`config.mk`:
```
export PLATFORM = sky130hd
export DESIGN_NAME = uart_top_flat
export DESIGN_NICKNAME = d
export VERILOG_FILES = /design/src/rtl/uart_top_if.sv /design/src/rtl/uart_top.sv /design/src/flat_wrapper.sv
export SDC_FILE = /design/constraint.sdc
export NUM_CORES = 1
export LEC_CHECK = 0
export ABC_AREA = 1
export CAP_MARGIN = 30
export CORE_MARGIN = 8
export CORE_UTILIZATION = 45
export DETAILED_ROUTE_END_ITERATION = 8
export GPL_TIMING_DRIVEN = 0
export HOLD_SLACK_MARGIN = 0.02
export PLACE_DENSITY = 0.74
export SYNTH_ARGS = -nofsm -noshare
export SYNTH_HDL_FRONTEND = slang
export SYNTH_SLANG_ARGS = --single-unit
```
`constraint.sdc`:
```
create_clock -name clk -period 4.4 [get_ports clk]
set_input_delay 0.88 -clock clk [delete_from_list [all_inputs] [get_ports clk]]
set_output_delay 0.88 -clock clk [all_outputs]
set_load 0.1 [all_outputs]
```
`src/rtl/uart_top_if.sv`:
```
// uart_top_if: parallel byte side and serial pins of uart_top.
// Build option UART_PARITY_EN adds the parity_err strobe.
interface uart_if #(
   parameter int DIV_W = 16
);
   logic [DIV_W-1:0] baud_division;
   logic             en;
   logic [7:0]       ext_data_in;
   logic             rx;
   logic             tx;
   logic [7:0]       ext_data_out;
   logic             rx_valid;
   logic             tx_busy;
   logic             baud_tick;
`ifdef UART_PARITY_EN
   logic             parity_err;

   modport master (
      output baud_division, en, ext_data_in, rx,
      input  tx, ext_data_out, rx_valid, tx_busy, baud_tick, parity_err
   );
   modport slave (
      input  baud_division, en, ext_data_in, rx,
      output tx, ext_data_out, rx_valid, tx_busy, baud_tick, parity_err
   );
`else
   modport master (
      output baud_division, en, ext_data_in, rx,
      input  tx, ext_data_out, rx_valid, tx_busy, baud_tick
   );
   modport slave (
      input  baud_division, en, ext_data_in, rx,
      output tx, ext_data_out, rx_valid, tx_busy, baud_tick
   );
`endif
endinterface

```
`src/rtl/uart_top.sv`:
```
// uart_top: 16x oversampling baud generator, 8N1 transmitter, 8N1 receiver.
// Build option UART_PARITY_EN inserts an even-parity bit between data and stop
// in both directions and adds the parity_err strobe.

// Free-running tick generator; a new division is picked up at the next wrap.
module uart_baud_gen #(
   parameter int DIV_W = 16
) (
   input  logic             clk,
   input  logic             rst,
   input  logic [DIV_W-1:0] i_div,
   output logic             o_tick
);
   logic [DIV_W-1:0] r_cnt;
   logic [DIV_W-1:0] r_lim;
   logic             r_first;
   logic [DIV_W-1:0] w_live_lim;
   logic [DIV_W-1:0] w_lim;
   logic             w_wrap;

   // terminal count: live value until the first limit is captured, then the held one
   always_comb begin
      w_live_lim = (i_div == '0) ? '0 : i_div - DIV_W'(1);
      w_lim      = r_first ? w_live_lim : r_lim;
      w_wrap     = (r_cnt == w_lim);
   end

   // counter and captured limit
   always_ff @(posedge clk or posedge rst) begin
      if (rst) begin
         r_cnt   <= '0;
         r_lim   <= '0;
         r_first <= 1'b1;
      end else begin
         r_first <= 1'b0;
         if (r_first || w_wrap) r_lim <= w_live_lim;
         r_cnt <= w_wrap ? '0 : r_cnt + DIV_W'(1);
      end
   end

   assign o_tick = w_wrap & ~r_first;
endmodule

// Transmitter.
//   state  | meaning
//   IDLE   | line high, waiting for en
//   START  | start bit (0)
//   DATA   | 8 data bits, LSB first
//   PARITY | even parity bit (UART_PARITY_EN only)
//   STOP   | stop bit (1); en here chains straight into the next START
module uart_tx (
   input  logic       clk,
   input  logic       rst,
   input  logic       i_tick,
   input  logic       i_en,
   input  logic [7:0] i_data,
   output logic       o_tx,
   output logic       o_busy
);
`ifdef UART_PARITY_EN
   typedef enum logic [2:0] {S_IDLE, S_START, S_DATA, S_PARITY, S_STOP} state_t;
   logic r_par;
`else
   typedef enum logic [1:0] {S_IDLE, S_START, S_DATA, S_STOP} state_t;
`endif
   state_t     r_state;
   state_t     w_next;
   logic [7:0] r_shift;
   logic [3:0] r_tcnt;
   logic [2:0] r_bcnt;
   logic       w_bit_end;
   logic       w_load;

   assign w_bit_end = i_tick && (r_tcnt == 4'd15);
   assign w_load    = i_en && ((r_state == S_IDLE) || ((r_state == S_STOP) && w_bit_end));

   // state register
   always_ff @(posedge clk or posedge rst) begin
      if (rst) r_state <= S_IDLE;
      else     r_state <= w_next;
   end

   // next-state logic
   always_comb begin
      w_next = r_state;
      case (r_state)
         S_IDLE:   if (i_en) w_next = S_START;
         S_START:  if (w_bit_end) w_next = S_DATA;
         S_DATA:   if (w_bit_end && (r_bcnt == 3'd7))
`ifdef UART_PARITY_EN
                      w_next = S_PARITY;
         S_PARITY: if (w_bit_end) w_next = S_STOP;
`else
                      w_next = S_STOP;
`endif
         S_STOP:   if (w_bit_end) w_next = i_en ? S_START : S_IDLE;
         default:  w_next = S_IDLE;
      endcase
   end

   // byte latch, shifter and tick/bit counters
   always_ff @(posedge clk or posedge rst) begin
      if (rst) begin
         r_shift <= '0;
         r_tcnt  <= '0;
         r_bcnt  <= '0;
`ifdef UART_PARITY_EN
         r_par   <= 1'b0;
`endif
      end else if (w_load) begin
         r_shift <= i_data;
         r_tcnt  <= '0;
         r_bcnt  <= '0;
`ifdef UART_PARITY_EN
         r_par   <= ^i_data;
`endif
      end else if ((r_state != S_IDLE) && i_tick) begin
         r_tcnt <= r_tcnt + 4'd1;
         if (w_bit_end && (r_state == S_DATA)) begin
            r_shift <= {1'b0, r_shift[7:1]};
            r_bcnt  <= r_bcnt + 3'd1;
         end
      end
   end

   // line and busy decode
   always_comb begin
      o_tx   = 1'b1;
      o_busy = (r_state != S_IDLE);
      case (r_state)
         S_START:  o_tx = 1'b0;
         S_DATA:   o_tx = r_shift[0];
`ifdef UART_PARITY_EN
         S_PARITY: o_tx = r_par;
`endif
         default:  o_tx = 1'b1;
      endcase
   end
endmodule

// Receiver.
//   state  | meaning
//   IDLE   | waiting for a synchronized 0
//   START  | re-check the line at mid start bit; 1 means glitch
//   DATA   | sample every 16 ticks, LSB first
//   PARITY | sample and compare even parity (UART_PARITY_EN only)
//   STOP   | sample stop bit; 1 delivers the byte, 0 drops it
module uart_rx (
   input  logic       clk,
   input  logic       rst,
   input  logic       i_tick,
   input  logic       i_rx,
`ifdef UART_PARITY_EN
   output logic       o_parity_err,
`endif
   output logic [7:0] o_data,
   output logic       o_valid
);
`ifdef UART_PARITY_EN
   typedef enum logic [2:0] {S_IDLE, S_START, S_DATA, S_PARITY, S_STOP} state_t;
   logic r_par_bad;
   logic r_perr;
   logic w_par_chk;
   logic w_par_mis;
`else
   typedef enum logic [1:0] {S_IDLE, S_START, S_DATA, S_STOP} state_t;
`endif
   state_t     r_state;
   state_t     w_next;
   logic       r_sync1;
   logic       r_sync2;
   logic [3:0] r_tcnt;
   logic [2:0] r_bcnt;
   logic [7:0] r_shift;
   logic [7:0] r_data;
   logic       r_valid;
   logic       w_rx;
   logic       w_mid;
   logic       w_bit_end;
   logic       w_shift_en;
   logic       w_load;

   assign w_rx      = r_sync2;
   assign w_mid     = i_tick && (r_tcnt == 4'd7);
   assign w_bit_end = i_tick && (r_tcnt == 4'd15);

   // two-flop synchronizer, idles high
   always_ff @(posedge clk or posedge rst) begin
      if (rst) begin
         r_sync1 <= 1'b1;
         r_sync2 <= 1'b1;
      end else begin
         r_sync1 <= i_rx;
         r_sync2 <= r_sync1;
      end
   end

   // state register
   always_ff @(posedge clk or posedge rst) begin
      if (rst) r_state <= S_IDLE;
      else     r_state <= w_next;
   end

   // next-state logic
   always_comb begin
      w_next = r_state;
      case (r_state)
         S_IDLE:   if (!w_rx) w_next = S_START;
         S_START:  if (w_mid) w_next = w_rx ? S_IDLE : S_DATA;
         S_DATA:   if (w_bit_end && (r_bcnt == 3'd7))
`ifdef UART_PARITY_EN
                      w_next = S_PARITY;
         S_PARITY: if (w_bit_end) w_next = S_STOP;
`else
                      w_next = S_STOP;
`endif
         S_STOP:   if (w_bit_end) w_next = S_IDLE;
         default:  w_next = S_IDLE;
      endcase
   end

   // sample strobes
   always_comb begin
      w_shift_en = (r_state == S_DATA) && w_bit_end;
      w_load     = (r_state == S_STOP) && w_bit_end && w_rx;
`ifdef UART_PARITY_EN
      w_par_chk  = (r_state == S_PARITY) && w_bit_end;
      w_par_mis  = w_par_chk && (w_rx != ^r_shift);
      w_load     = w_load && !r_par_bad;
`endif
   end

   // counters, shifter and delivered byte
   always_ff @(posedge clk or posedge rst) begin
      if (rst) begin
         r_tcnt  <= '0;
         r_bcnt  <= '0;
         r_shift <= '0;
         r_data  <= '0;
         r_valid <= 1'b0;
`ifdef UART_PARITY_EN
         r_par_bad <= 1'b0;
         r_perr    <= 1'b0;
`endif
      end else begin
         r_valid <= w_load;
         if (w_load) r_data <= r_shift;
         if ((r_state == S_IDLE) || ((r_state == S_START) && w_mid)) r_tcnt <= '0;
         else if (i_tick)                                            r_tcnt <= r_tcnt + 4'd1;
         if (r_state == S_START) r_bcnt <= '0;
         else if (w_shift_en)    r_bcnt <= r_bcnt + 3'd1;
         if (w_shift_en) r_shift <= {w_rx, r_shift[7:1]};
`ifdef UART_PARITY_EN
         r_perr <= w_par_mis;
         if (r_state == S_START) r_par_bad <= 1'b0;
         else if (w_par_chk)     r_par_bad <= w_par_mis;
`endif
      end
   end

   assign o_data  = r_data;
   assign o_valid = r_valid;
`ifdef UART_PARITY_EN
   assign o_parity_err = r_perr;
`endif
endmodule

// Top: one tick generator shared by independent TX and RX.
module uart_top #(
   parameter int DIV_W = 16
) (
   input logic clk,
   input logic rst,
   uart_if.slave bus
);
   logic w_tick;

   uart_baud_gen #(.DIV_W(DIV_W)) u_baud (
      .clk    (clk),
      .rst    (rst),
      .i_div  (bus.baud_division),
      .o_tick (w_tick)
   );

   uart_tx u_tx (
      .clk    (clk),
      .rst    (rst),
      .i_tick (w_tick),
      .i_en   (bus.en),
      .i_data (bus.ext_data_in),
      .o_tx   (bus.tx),
      .o_busy (bus.tx_busy)
   );

   uart_rx u_rx (
      .clk          (clk),
      .rst          (rst),
      .i_tick       (w_tick),
      .i_rx         (bus.rx),
`ifdef UART_PARITY_EN
      .o_parity_err (bus.parity_err),
`endif
      .o_data       (bus.ext_data_out),
      .o_valid      (bus.rx_valid)
   );

   assign bus.baud_tick = w_tick;
endmodule

```
`src/flat_wrapper.sv`:
```
// flat-port wrapper written by rule: the top's interface ports become plain ports
module uart_top_flat 
#(
   parameter int DIV_W = 16
)
  (clk, rst, bus_baud_division, bus_en, bus_ext_data_in, bus_rx, bus_tx, bus_ext_data_out, bus_rx_valid, bus_tx_busy, bus_baud_tick);
  uart_if #(.DIV_W(DIV_W)) bus_i ();
  input logic clk;
  input logic rst;
  input wire logic [$bits(bus_i.baud_division)-1:0] bus_baud_division;
  input wire logic [$bits(bus_i.en)-1:0] bus_en;
  input wire logic [$bits(bus_i.ext_data_in)-1:0] bus_ext_data_in;
  input wire logic [$bits(bus_i.rx)-1:0] bus_rx;
  output wire logic [$bits(bus_i.tx)-1:0] bus_tx;
  output wire logic [$bits(bus_i.ext_data_out)-1:0] bus_ext_data_out;
  output wire logic [$bits(bus_i.rx_valid)-1:0] bus_rx_valid;
  output wire logic [$bits(bus_i.tx_busy)-1:0] bus_tx_busy;
  output wire logic [$bits(bus_i.baud_tick)-1:0] bus_baud_tick;
  assign bus_i.baud_division = bus_baud_division;
  assign bus_i.en = bus_en;
  assign bus_i.ext_data_in = bus_ext_data_in;
  assign bus_i.rx = bus_rx;
  assign bus_tx = bus_i.tx;
  assign bus_ext_data_out = bus_i.ext_data_out;
  assign bus_rx_valid = bus_i.rx_valid;
  assign bus_tx_busy = bus_i.tx_busy;
  assign bus_baud_tick = bus_i.baud_tick;
  uart_top #(.DIV_W(DIV_W)) u_core (.clk(clk), .rst(rst), .bus(bus_i));
endmodule
```
After elaboration in Yosys (flattened, before gate mapping)
Cells that the tools add are included.
{ "op_classes": {"n_reduce_logical": 27, "eq_ne": 20, "add_sub_neg": 6, "mux": 28, "n_bitwise": 2} }
{ "op_table": {"columns": ["operator", "count"], "rows": [
  ["2-to-1 mux 16 bit", 3],
  ["2-to-1 mux 8 bit", 3],
  ["2-to-1 mux 2 bit", 9],
  ["adder 16 x 1 -> 16 bit (second input constant)", 1],
  ["== test 16 bit", 1],
  ["zero test 16 bit", 1],
  ["2-to-1 mux 4 bit", 4],
  ["inequality test 2 bit (second input constant)", 8],
  ["case mux 2 bit (4 select lines)", 2],
  ["subtractor 16 x 1 -> 16 bit (second input constant)", 1],
  ["2-to-1 mux 3 bit", 5],
  ["logical AND 1 bit", 13],
  ["nonzero test 2 bit", 5],
  ["adder 4 x 1 -> 4 bit (second input constant)", 2],
  ["== test 2 bit (second input constant)", 4],
  ["== test 4 bit (second input constant)", 2],
  ["AND reduction 4 bit", 2],
  ["adder 3 x 1 -> 3 bit (second input constant)", 2],
  ["== test 3 bit (second input constant)", 2],
  ["== test 2 x 1 -> 1 bit (second input constant)", 2],
  ["== test 4 x 3 -> 1 bit (second input constant)", 1],
  ["zero test 2 bit", 2],
  ["logical OR 1 bit", 3],
  ["case mux 1 bit (2 select lines)", 1],
  ["other kinds (4)", 4]
]} }
{ "word_totals": {"wordCells": 98, "ff_bits": 78, "in_bits": 28} }

Depth between registers and ports, before layout
Gate-level depths: netlist of the first run.
{ "depth": {"depth_word": 11, "mapped_depth": 22, "mapped_depth_nobuf": 22} }

Modules after synthesis
Synthesis of the first run repeated with hierarchy kept, for this count alone.
{ "unflattened": {"hier_cells": 698, "area_unflattened_um2": 4969.8} }
{ "by_module_without_submodules": {"columns": ["module", "cells_each", "instances", "seq_area_each_um2", "area_per_inst_um2"], "rows": [
  ["uart_baud_gen", 433, 1, 827.0, 2652.5],
  ["uart_rx", 129, 1, 703.2, 1241.2],
  ["uart_tx", 136, 1, 425.4, 1076.0]
]} }

Worst setup path before layout of the first run
OpenSTA, ideal clock, no wires.
{ "synth_timing": {"path_kind": "input to output", "from": "input port bus_baud_division[0]", "to": "output port bus_baud_tick", "t_arrival_ns": 2.609, "cell_stages": 15, "slack_ns": 0.911, "path_cell_list": "inv_1 > ha_1 > nand2_2 > nor2_2 > nand3_1 > nand3_2 > nand2_1 > nand3_1 > nand2_1 > nor2_1 > nand2_1 > nor2_4 > nand2_4 > nor2_8 > buf_6"} }
{ "synth_via": {"elab_chain_cells": 5, "word_cells_on_any_way": 6, "classes_between": "add/sub (1); eq/ne (1); mux (2); bitwise (1); reduce/logical (1)"} }
{ "synth_rtl": {"columns": ["element", "line_no", "rtl"], "rows": [
  ["start: declaration", "flat_wrapper.sv:10", "input wire logic [$bits(bus_i.baud_division)-1:0] bus_baud_division;"],
  ["subtractor 16 x 1 -> 16 bit / zero test 16 bit (equally long branches)", "uart_top.sv:23", "w_live_lim = (i_div == '0) ? '0 : i_div - DIV_W'(1);"],
  ["2-to-1 mux 16 bit *", "uart_top.sv:23", null],
  ["2-to-1 mux 16 bit *", "uart_top.sv:24", "w_lim = r_first ? w_live_lim : r_lim;"],
  ["== test 16 bit *", "uart_top.sv:25", "w_wrap = (r_cnt == w_lim);"],
  ["AND 1 bit *", "uart_top.sv:41", "assign o_tick = w_wrap & ~r_first;"],
  ["end: declaration", "flat_wrapper.sv:18", "output wire logic [$bits(bus_i.baud_tick)-1:0] bus_baud_tick;"]
]} }
Mark *: on every way between the ends. The rest lies on a longest branch, timed or not.

Worst setup path in the final report of the first run
Same ends and word-level chain as after synthesis.

==> run summary, run 1 <==
After technology mapping, the gate count stands at 615. After synthesis, the share of flip-flops with an asynchronous set or reset is 100%. Data on the critical path is required at its endpoint by 3520 ps. In this run, synthesis inferred 0 flip-flops with an integrated enable. The floorplan has 37 rows.

The area growth from synthesis to layout is 18.2%. In the synthesized netlist the dominant register cell turns out to be sky130_fd_sc_hd__dfrtp_1. The logs give 33.9% for the relative slew slack and 6 for the detailed-routing iteration count for the pre-antenna-repair pass. Of the total synthesized cell area, the portion taken by full adders, half adders and majority gates is 3.75%. The fraction of synthesized area in multiplexers was 0.214%. The run gives 0 as the antenna diode count.

For the number of antenna violations at the first check in global routing, the log shows 0. The logs give 0.00526 mm^2 for the placed cell area and 52.2% for the sequential share of power. In the final timing run, aggregate negative setup slack is 0 ps.

The fraction of the mapped netlist area in compound gates was 8.97%. Entering global routing, the biggest net connects 62 pins. The detailed router placed 4238 vias in this run. The wire length after detailed routing is 10.4 mm. The die covers 0.0139 mm^2. After layout, the design draws a total of 0.00148 W. Cell with the largest stage delay on the worst path: sky130_fd_sc_hd__clkdlybuf4s50_1.

The die extent in y is 118 um. At the pin with the least slew margin, the transition time is 988 ps. For the count of nets after finishing, the log shows 714. The sum of net half-perimeters after detailed placement was 7.97 mm. Measured along the x axis, the die boundary spans 118 um.

The vias per cell is 5.21. Traced cell by cell, the critical path runs through clkdlybuf4s50_1 > inv_2 > ha_1 > nand3_1 > nor2_1 > nand2_2 > buf_6 > nand3_1 > nand2_1 > nand3_1 > nand2_1 > nor2_1 > nand2_1 > nor2_4 > nand2_4 > nor2_8 > buf_8 > buf_12. In this run the remaining antenna-violating nets after routing total 0.

For this design the static power due to leakage is 2.64 nW. Yosys printed 0 warnings. The min-delay analysis places its worst path in the category reg -> reg. The total grt overflow came out at 0.

The clock network is responsible for 34.7% of the overall power. Global routing used 15.7% of the available tracks. The combinational share of power was 13.1%; the switching power of the nets was 0.000437 W. On the worst path, the slowest cell contributes a delay of 420 ps. The post-route minimum period works out to 4200 ps. The critical path is of the in -> out type.

STA classifies the critical path endpoint as an output port. The number of max-slew violations in the final report came out at 0. The share of cells above drive strength 1 was 13.3%.

Routability-driven placement finished with a final weighted congestion of 0.866. The number of different library cells used by synthesis comes to 41. The cell sitting at the root of the clock tree is a sky130_fd_sc_hd__clkbuf_8.

In the post-synthesis netlist, the biggest area contributors are sky130_fd_sc_hd__dfrtp_1, sky130_fd_sc_hd__nand2_1, sky130_fd_sc_hd__nand3_1, sky130_fd_sc_hd__inv_1, sky130_fd_sc_hd__ha_1. The largest total area in the synthesized netlist belongs to sky130_fd_sc_hd__dfrtp_1. The logs give 0.0102 mm^2 for the core outline area and 0 for the reported max-cap violation count. TritonCTS built the clock tree. IR analysis of the VDD net gives a maximum drop of 0.163 mV.

Of the post-synthesis cell area, the dominant cell type holds 40.2%. Setup repair after global routing left no endpoint under its margin. The H-tree was split into 3 levels. The first global-routing pass estimated 18.6 mm of wire.

For this run, the register share of the synthesized area comes to 41.8%. In the routed design, unresolved DRC markers number 0. The count of hold buffers inserted by post-cts repair is 0, and the worst hold slack is 357 ps. After clock tree synthesis, the clock-pin slew on the worst setup and hold paths is 90 ps.

STA puts the critical path data arrival time at 3320 ps. The run gives 45.9% as the initial cell density of the core. The mean instance size in the synthesized netlist is 7.60 um^2, and the routed length per placed instance is 12.8 um.

The register bit total from synthesis is 78. The run finished with clean final reports. The tools report the source-to-sink clock delay at the later pin of the worst-skew pair as 350 ps. Dividing the final minimum period by the clock period gives 95.4%. By instance count, the leading cell after synthesis is sky130_fd_sc_hd__nand2_1.

In this run, CTS created clock tree buffers numbering 9. The run gives 657 as the number of nets in the synthesized netlist. The mapped netlist covers 0.00467 mm^2. The power per cell area is 268 mW/mm^2. After Yosys synthesis, and, or, nand and nor cells account for 35.4% of the synthesized area. Ranked by instance count, the synthesized netlist is headed by sky130_fd_sc_hd__nand2_1, sky130_fd_sc_hd__dfrtp_1, sky130_fd_sc_hd__nand3_1, sky130_fd_sc_hd__inv_1, sky130_fd_sc_hd__nor2_1. Input and output buffers added on the ports amount to 39. Of the total power, the share spent switching nets is 29.5%. For the final-report hold violation count, the log shows 0. The largest family of logic cells by synthesized area was simple AND/OR/NAND/NOR gates. Of all nets on the critical path, the largest fanout is 10. For the clock sink count, the log shows 78.

The clock skew after layout came out at 12.0 ps. The synthesized-area fraction occupied by xor and xnor cells came out at 1.50%. The tools report the nature of the critical path startpoint as a primary input. The run gives 0 as the final-report setup violation count. The detailed router finished its first iteration with 191 violations. The finished cells cover 0.00553 mm^2. The via count of the first global-routing pass is 4329. During I/O placement, the number of pins put on the boundary was 40. The clock passes through at most 2 buffers. Derived from the worst setup path, the maximum achievable clock frequency is 238 MHz. The internal power of the cells totals 0.00104 W.
-- cell families after synthesis --
kind of cell / count (synthesis)
AOI/OAI and AO/OA: 73
adders and majority gates: 14
other: 1
and+or+nand+nor: 349
buffers and inverters: 91
muxes: 1
DFF: 78
xor gates and xnor gates: 8
-- registers in the layout, summed over array words and instances, names as in the netlist, 3 cells and up, named ones only --
signal / flops
u_core.u_tx.r_shift: 8
u_core.u_rx.r_shift: 8
u_core.u_tx.r_bcnt: 3
u_core.u_rx.r_tcnt: 4
u_core.u_baud.r_lim: 16
u_core.u_rx.o_data: 8
u_core.u_rx.r_bcnt: 3
u_core.u_baud.r_cnt: 16
u_core.u_tx.r_tcnt: 4
-- layout by cell type (no fill, tap or decap), types with 12 or more instances in the layout --
| master | instances |
|---|---|
| sky130_fd_sc_hd__nand2_1 | 161 |
| sky130_fd_sc_hd__or2_2 | 12 |
| sky130_fd_sc_hd__dfrtp_1 | 75 |
| sky130_fd_sc_hd__o21ai_1 | 12 |
| sky130_fd_sc_hd__a21oi_1 | 15 |
| sky130_fd_sc_hd__nand4_1 | 18 |
| sky130_fd_sc_hd__clkdlybuf4s50_1 | 38 |
| sky130_fd_sc_hd__nand3_1 | 72 |
| sky130_fd_sc_hd__nor2_1 | 41 |
| sky130_fd_sc_hd__o21ai_0 | 27 |
| sky130_fd_sc_hd__ha_1 | 13 |
| sky130_fd_sc_hd__inv_1 | 69 |
-- power groups by stage --
stage                     clock (W)  combinational (W)  sequential, W
after floorplan                   0           0.000130       0.000780
after global placement            0           0.000185       0.000786
after detailed placement          0           0.000193       0.000787
after CTS                  0.000533           0.000193       0.000773
after global routing       0.000559           0.000225       0.000779
final                      0.000513           0.000193       0.000773
-- worst max-delay path: cells and delay by family --
family | cells | cell delay [ps]
buffers and inverters | 5 | 1000
AND/OR/NAND/NOR | 12 | 1240
adder cells (fa/ha/maj) | 1 | 200
-- layer usage --
layer  routed length (um)  up-vias  track usage, %
met2                 5110      104            27.3
met1                 4570     1997            18.8
li1                     -     2121               -
met5                    0        -               0
met4                  162        0            5.68
met3                  539       16            3.21
-- repair_timing --
action,4_1_cts,5_1_grt
setup buffers,0,6
endpoints found under the hold margin,0,0
endpoints found under the setup margin,1,1
gates resized for setup,7,11
pin swaps,0,3
-- path summary, 6_finish.rpt --
check,to,cells past startpoint,from,slack (ps)
setup / recovery,bus_baud_tick,18,bus_baud_division[0],200
hold / removal,u_core.u_rx.r_sync2,0,u_core.u_rx.r_sync1,360
setup reg to reg,u_core.u_baud.r_lim[8],15,u_core.u_baud.r_first,1080
hold reg to reg,u_core.u_rx.r_sync2,0,u_core.u_rx.r_sync1,360
max in group asynchronous,u_core.u_baud.r_first,3,rst,2970
min in group asynchronous,u_core.u_baud.r_lim[10],2,rst,820
-- per-stage QoR --
step                      worst slack, ps  utilization, %  instances
after floorplan                       911               -        615
after global placement               -835            51.4        790
after detailed placement             -864            51.7        791
after CTS                            53.1            53.5        807
after global routing                 31.7            54.3        813
final                                 201            54.3        813
-- layout make-up --
type / count / area [um^2]
Clock buffer: 9 / 124
Buffer: 17 / 111
Inverter: 74 / 280
Tap cell: 136 / 170
Multi-Input combinational cell: 446 / 2350
Timing Repair Buffer: 46 / 473
Clock inverter: 7 / 61.3
Sequential cell: 78 / 1960
Fill cell: 956 / 4660
(Power assumes the default switching activity.)
==> run 2: changes to the inputs <==
TNS_END_PERCENT = 50   (was unset)
==> results of run 2 <==
No change in the layout: final DEF, timing and power equal those of run 1.
==> run 3: changes to the inputs <==
PLACE_DENSITY = 0.76   (was 0.74)
clock period = 3.5 ns   (was 4.4 ns; I/O delays follow)
==> run 3 against run 2 <==
  * Sequential share of layout area down 1.2 points
  * Flip-flop and latch count unchanged
  * Via count up 1.6%
  * Critical path depth down 1
  * Routed wire length up 6.8%
  * Die area unchanged
  * Global-route usage up 0.70 points
  * Register-to-register slack worse by 770 ps
  * Sequential power up 26%
  * Final cell count up 1.2%
  * Hold slack better by 4.2 ps
  * Largest cell class unchanged
  * Largest power group unchanged
  * Highest routed layer unchanged
==> run summary, run 3 (synthesis results as in run 1) <==
Post-route minimum period: 3450 ps. At the worst endpoint, the arrival time is 2750 ps. The finished layout holds 823 standard cells, fillers aside. The final period utilization works out to 98.7%. STA classifies the critical path startpoint as a primary input. The top cell types in the final layout, fill and taps aside, are sky130_fd_sc_hd__nand2_1, sky130_fd_sc_hd__dfrtp_1, sky130_fd_sc_hd__inv_1, sky130_fd_sc_hd__nand3_1, sky130_fd_sc_hd__nor2_1. The design draws 0.00189 W. Once detail routing completed, the nets flagged for antenna violations numbered 0.

For this block, the initial DRC count from the detailed router was 242. Entering global routing, the biggest net connects 62 pins. Final-report hold violation count: 0.

Before CTS, the worst setup slack after placement is -1410 ps. After detailed routing, the number of vias per cell comes to 5.23. Including well taps, the total number of placed cells is 791.

The total number of H-tree levels came out at 3. From synthesis to final layout, the design area changed by 22.5%. The floorplan step set the die width to 118 um.

Clock latency on the worst-skew pair, taken at its later pin, is 350 ps. Clock tree synthesis selected as its root buffer the cell sky130_fd_sc_hd__clkbuf_8. The clock skew after layout was 11.0 ps. Setup repair after global routing could not meet its margin everywhere.

The number of buffers and inverters on the critical path is 4. The critical path in this run is classified as in -> out. The slowest stage of the critical path belongs to the cell sky130_fd_sc_hd__dlygate4sd2_1. Headroom to the max-slew limit came out at 35.1%. Reported max-cap violation count: 0.

In this run, post-CTS hold repair placed 0 buffers. The final-report setup violation count is 0. The worst hold slack was 361 ps.

TritonCTS built the clock tree. The run gives 0 as the number of antenna violations at the first check in global routing. Once the floorplan was initialized, standard cells occupied 45.9% of the core. For the TritonCTS buffer count, the log shows 9.

Clock-pin slew was measured on the worst setup and hold paths at 90 ps. No sink is reached through more buffers than the 2 on the longest clock path. After the last flow step, the layout net total stands at 724. For this block, the via count after detailed routing is 4306. The power per cell area was 330 mW/mm^2. In the final layout, the registers with the most flip-flops are u_core.u_baud.r_cnt (16), u_core.u_baud.r_lim (16). 0 antenna diodes ended up in the layout. The worst-case vdd ir drop was 0.201 mV. The sort of element at the end of the critical path is an output port. At the pin with the least slew margin, the transition time is 971 ps. After filler insertion, the fill cell instance count of the layout stands at 933. In the final routed layout, each cell accounts on average for 13.5 um. The HPWL after detailed placement is 7.89 mm. In this run the static leakage power is 2.77 nW. The number of max-slew violations in the final report was 0. The critical path goes through dlygate4sd2_1 > inv_2 > ha_4 > nand3_2 > nor2_2 > nand2_2 > buf_6 > nand3_2 > o21ai_1 > nand2_1 > nand2_1 > nor2_2 > nand2_2 > nor2_4 > nand2_4 > nor2_8 > buf_12.

Adding up every negative setup slack in the final design gives 0 ps. Most frequent standard cell in the layout excluding fill and tap cells: sky130_fd_sc_hd__nand2_1. Multi-input gate area in the final layout: 0.00249 mm^2. For the placement row count, the log shows 37. 40 I/O pins were placed. The via count of the first global-routing pass came out at 4430. After detailed routing, the total wire length is 11.1 mm. The clock drives 78 sinks. The tools report the sequential standard cell area as 0.00196 mm^2. Among cell families on the critical path, the largest total delay comes from simple AND/OR/NAND/NOR gates.

The share of cells above drive strength 1 was 18.8%. The tightest min-delay check is of the reg -> reg type. The first global-routing pass estimated 19.4 mm of wire. Global routing finished with a remaining overflow of 0. The number of DRC violations after detailed routing is 0, and the total global routing track utilization is 16.4%. Along the worst path, the maximum fanout reaches 6. The flow ran to the end, and the final reports show no timing, DRC or antenna violations. The core region is 0.0102 mm^2. At the worst endpoint, the required time is 2800 ps.

The floorplan step set the die height to 118 um. Quantity of I/O buffers inserted on ports: 39. The tools report the highest clock rate as 290 MHz.

On the worst path, the slowest cell contributes a delay of 230 ps. The die covers 0.0139 mm^2. After layout, the worst setup slack is 45.9 ps.

The congestion estimate from routability-driven global placement came to 0.828. The first detailed-routing pass ran for 5 iterations.
[run 3: cell count changes in the layout (fill, tap and decap cells not counted), sizes merged]
cell / delta
clkinvlp: +1
inv: -2
clkinv: +1
buf: +9
clkbuf: +1
dlygate4sd2: +15
clkdlybuf4s15: +1
clkdlybuf4s50: -16
[run 3: area by class of cell]
type	instances	share of cell area, %
Multi-Input combinational cell	446	43.5
Sequential cell	78	34.1
Timing Repair Buffer	57	9.39
Inverter	74	4.89
Tap cell	136	2.97
Clock buffer	9	2.16
Buffer	16	1.84
Clock inverter	7	1.14
[run 3: path summary, 6_finish.rpt]
path / start / to / depth (start not counted) / slack (ps)
max: bus_baud_division[0] / bus_baud_tick / 17 / 50
min: u_core.u_rx.r_sync1 / u_core.u_rx.r_sync2 / 0 / 360
max reg2reg: u_core.u_baud.r_first / u_core.u_baud.r_lim[3] / 17 / 310
min reg2reg: u_core.u_rx.r_sync1 / u_core.u_rx.r_sync2 / 0 / 360
max in group asynchronous: rst / u_core.u_rx.r_sync2 / 3 / 2230
min in group asynchronous: rst / u_core.u_baud.r_lim[13] / 2 / 640
[run 3: layer usage]
layer | track usage, % | wire length, um | vias to the layer above
met1 | 19.9 | 4920 | 2056
met2 | 28.0 | 5550 | 92
li1 | - | - | 2140
met4 | 6.89 | 176 | 0
met5 | 0 | 0 | -
met3 | 3.07 | 443 | 18
[run 3: power by group]
part | switching, W | total (W) | internal (W) | leakage (nW)
Sequential | 0.0000328 | 0.000973 | 0.000940 | 1.02
Clock | 0.000381 | 0.000652 | 0.000271 | 0.0856
Combinational | 0.000159 | 0.000263 | 0.000104 | 1.66
Total | 0.000573 | 0.00189 | 0.00131 | 2.77
[run 3: per-stage QoR]
stage	area, um^2	util [%]
final	5730	56.2
after global routing	5730	56.2
after CTS	5610	55.1
after detailed placement	5260	51.7
after global placement	5230	51.4
after floorplan	4670	-
[run 3: worst register-to-register path, cell delays in order, from the launching register on]
cell	delay, ps
sky130_fd_sc_hd__dfstp_2	520
sky130_fd_sc_hd__clkbuf_1	300
sky130_fd_sc_hd__inv_1	170
sky130_fd_sc_hd__clkbuf_1	290
sky130_fd_sc_hd__nand2_1	140
sky130_fd_sc_hd__nand3_1	90
sky130_fd_sc_hd__nand2_1	90
sky130_fd_sc_hd__nor2_1	50
sky130_fd_sc_hd__nand2_1	100
sky130_fd_sc_hd__nor2_4	60
sky130_fd_sc_hd__nand2_4	80
sky130_fd_sc_hd__buf_4	110
sky130_fd_sc_hd__buf_4	150
sky130_fd_sc_hd__inv_2	120
sky130_fd_sc_hd__nor2_2	360
sky130_fd_sc_hd__buf_2	310
sky130_fd_sc_hd__nand2_1	90
sky130_fd_sc_hd__o21ai_0	80
[run 3: repair_timing]
item / CTS / global route
setup buffers: 11 / 4
gates cloned: 2 / 0
gates resized for setup: 50 / 25
pin swaps: 18 / 19
endpoints found under the setup margin: 1 / 4
endpoints found under the hold margin: 0 / 0
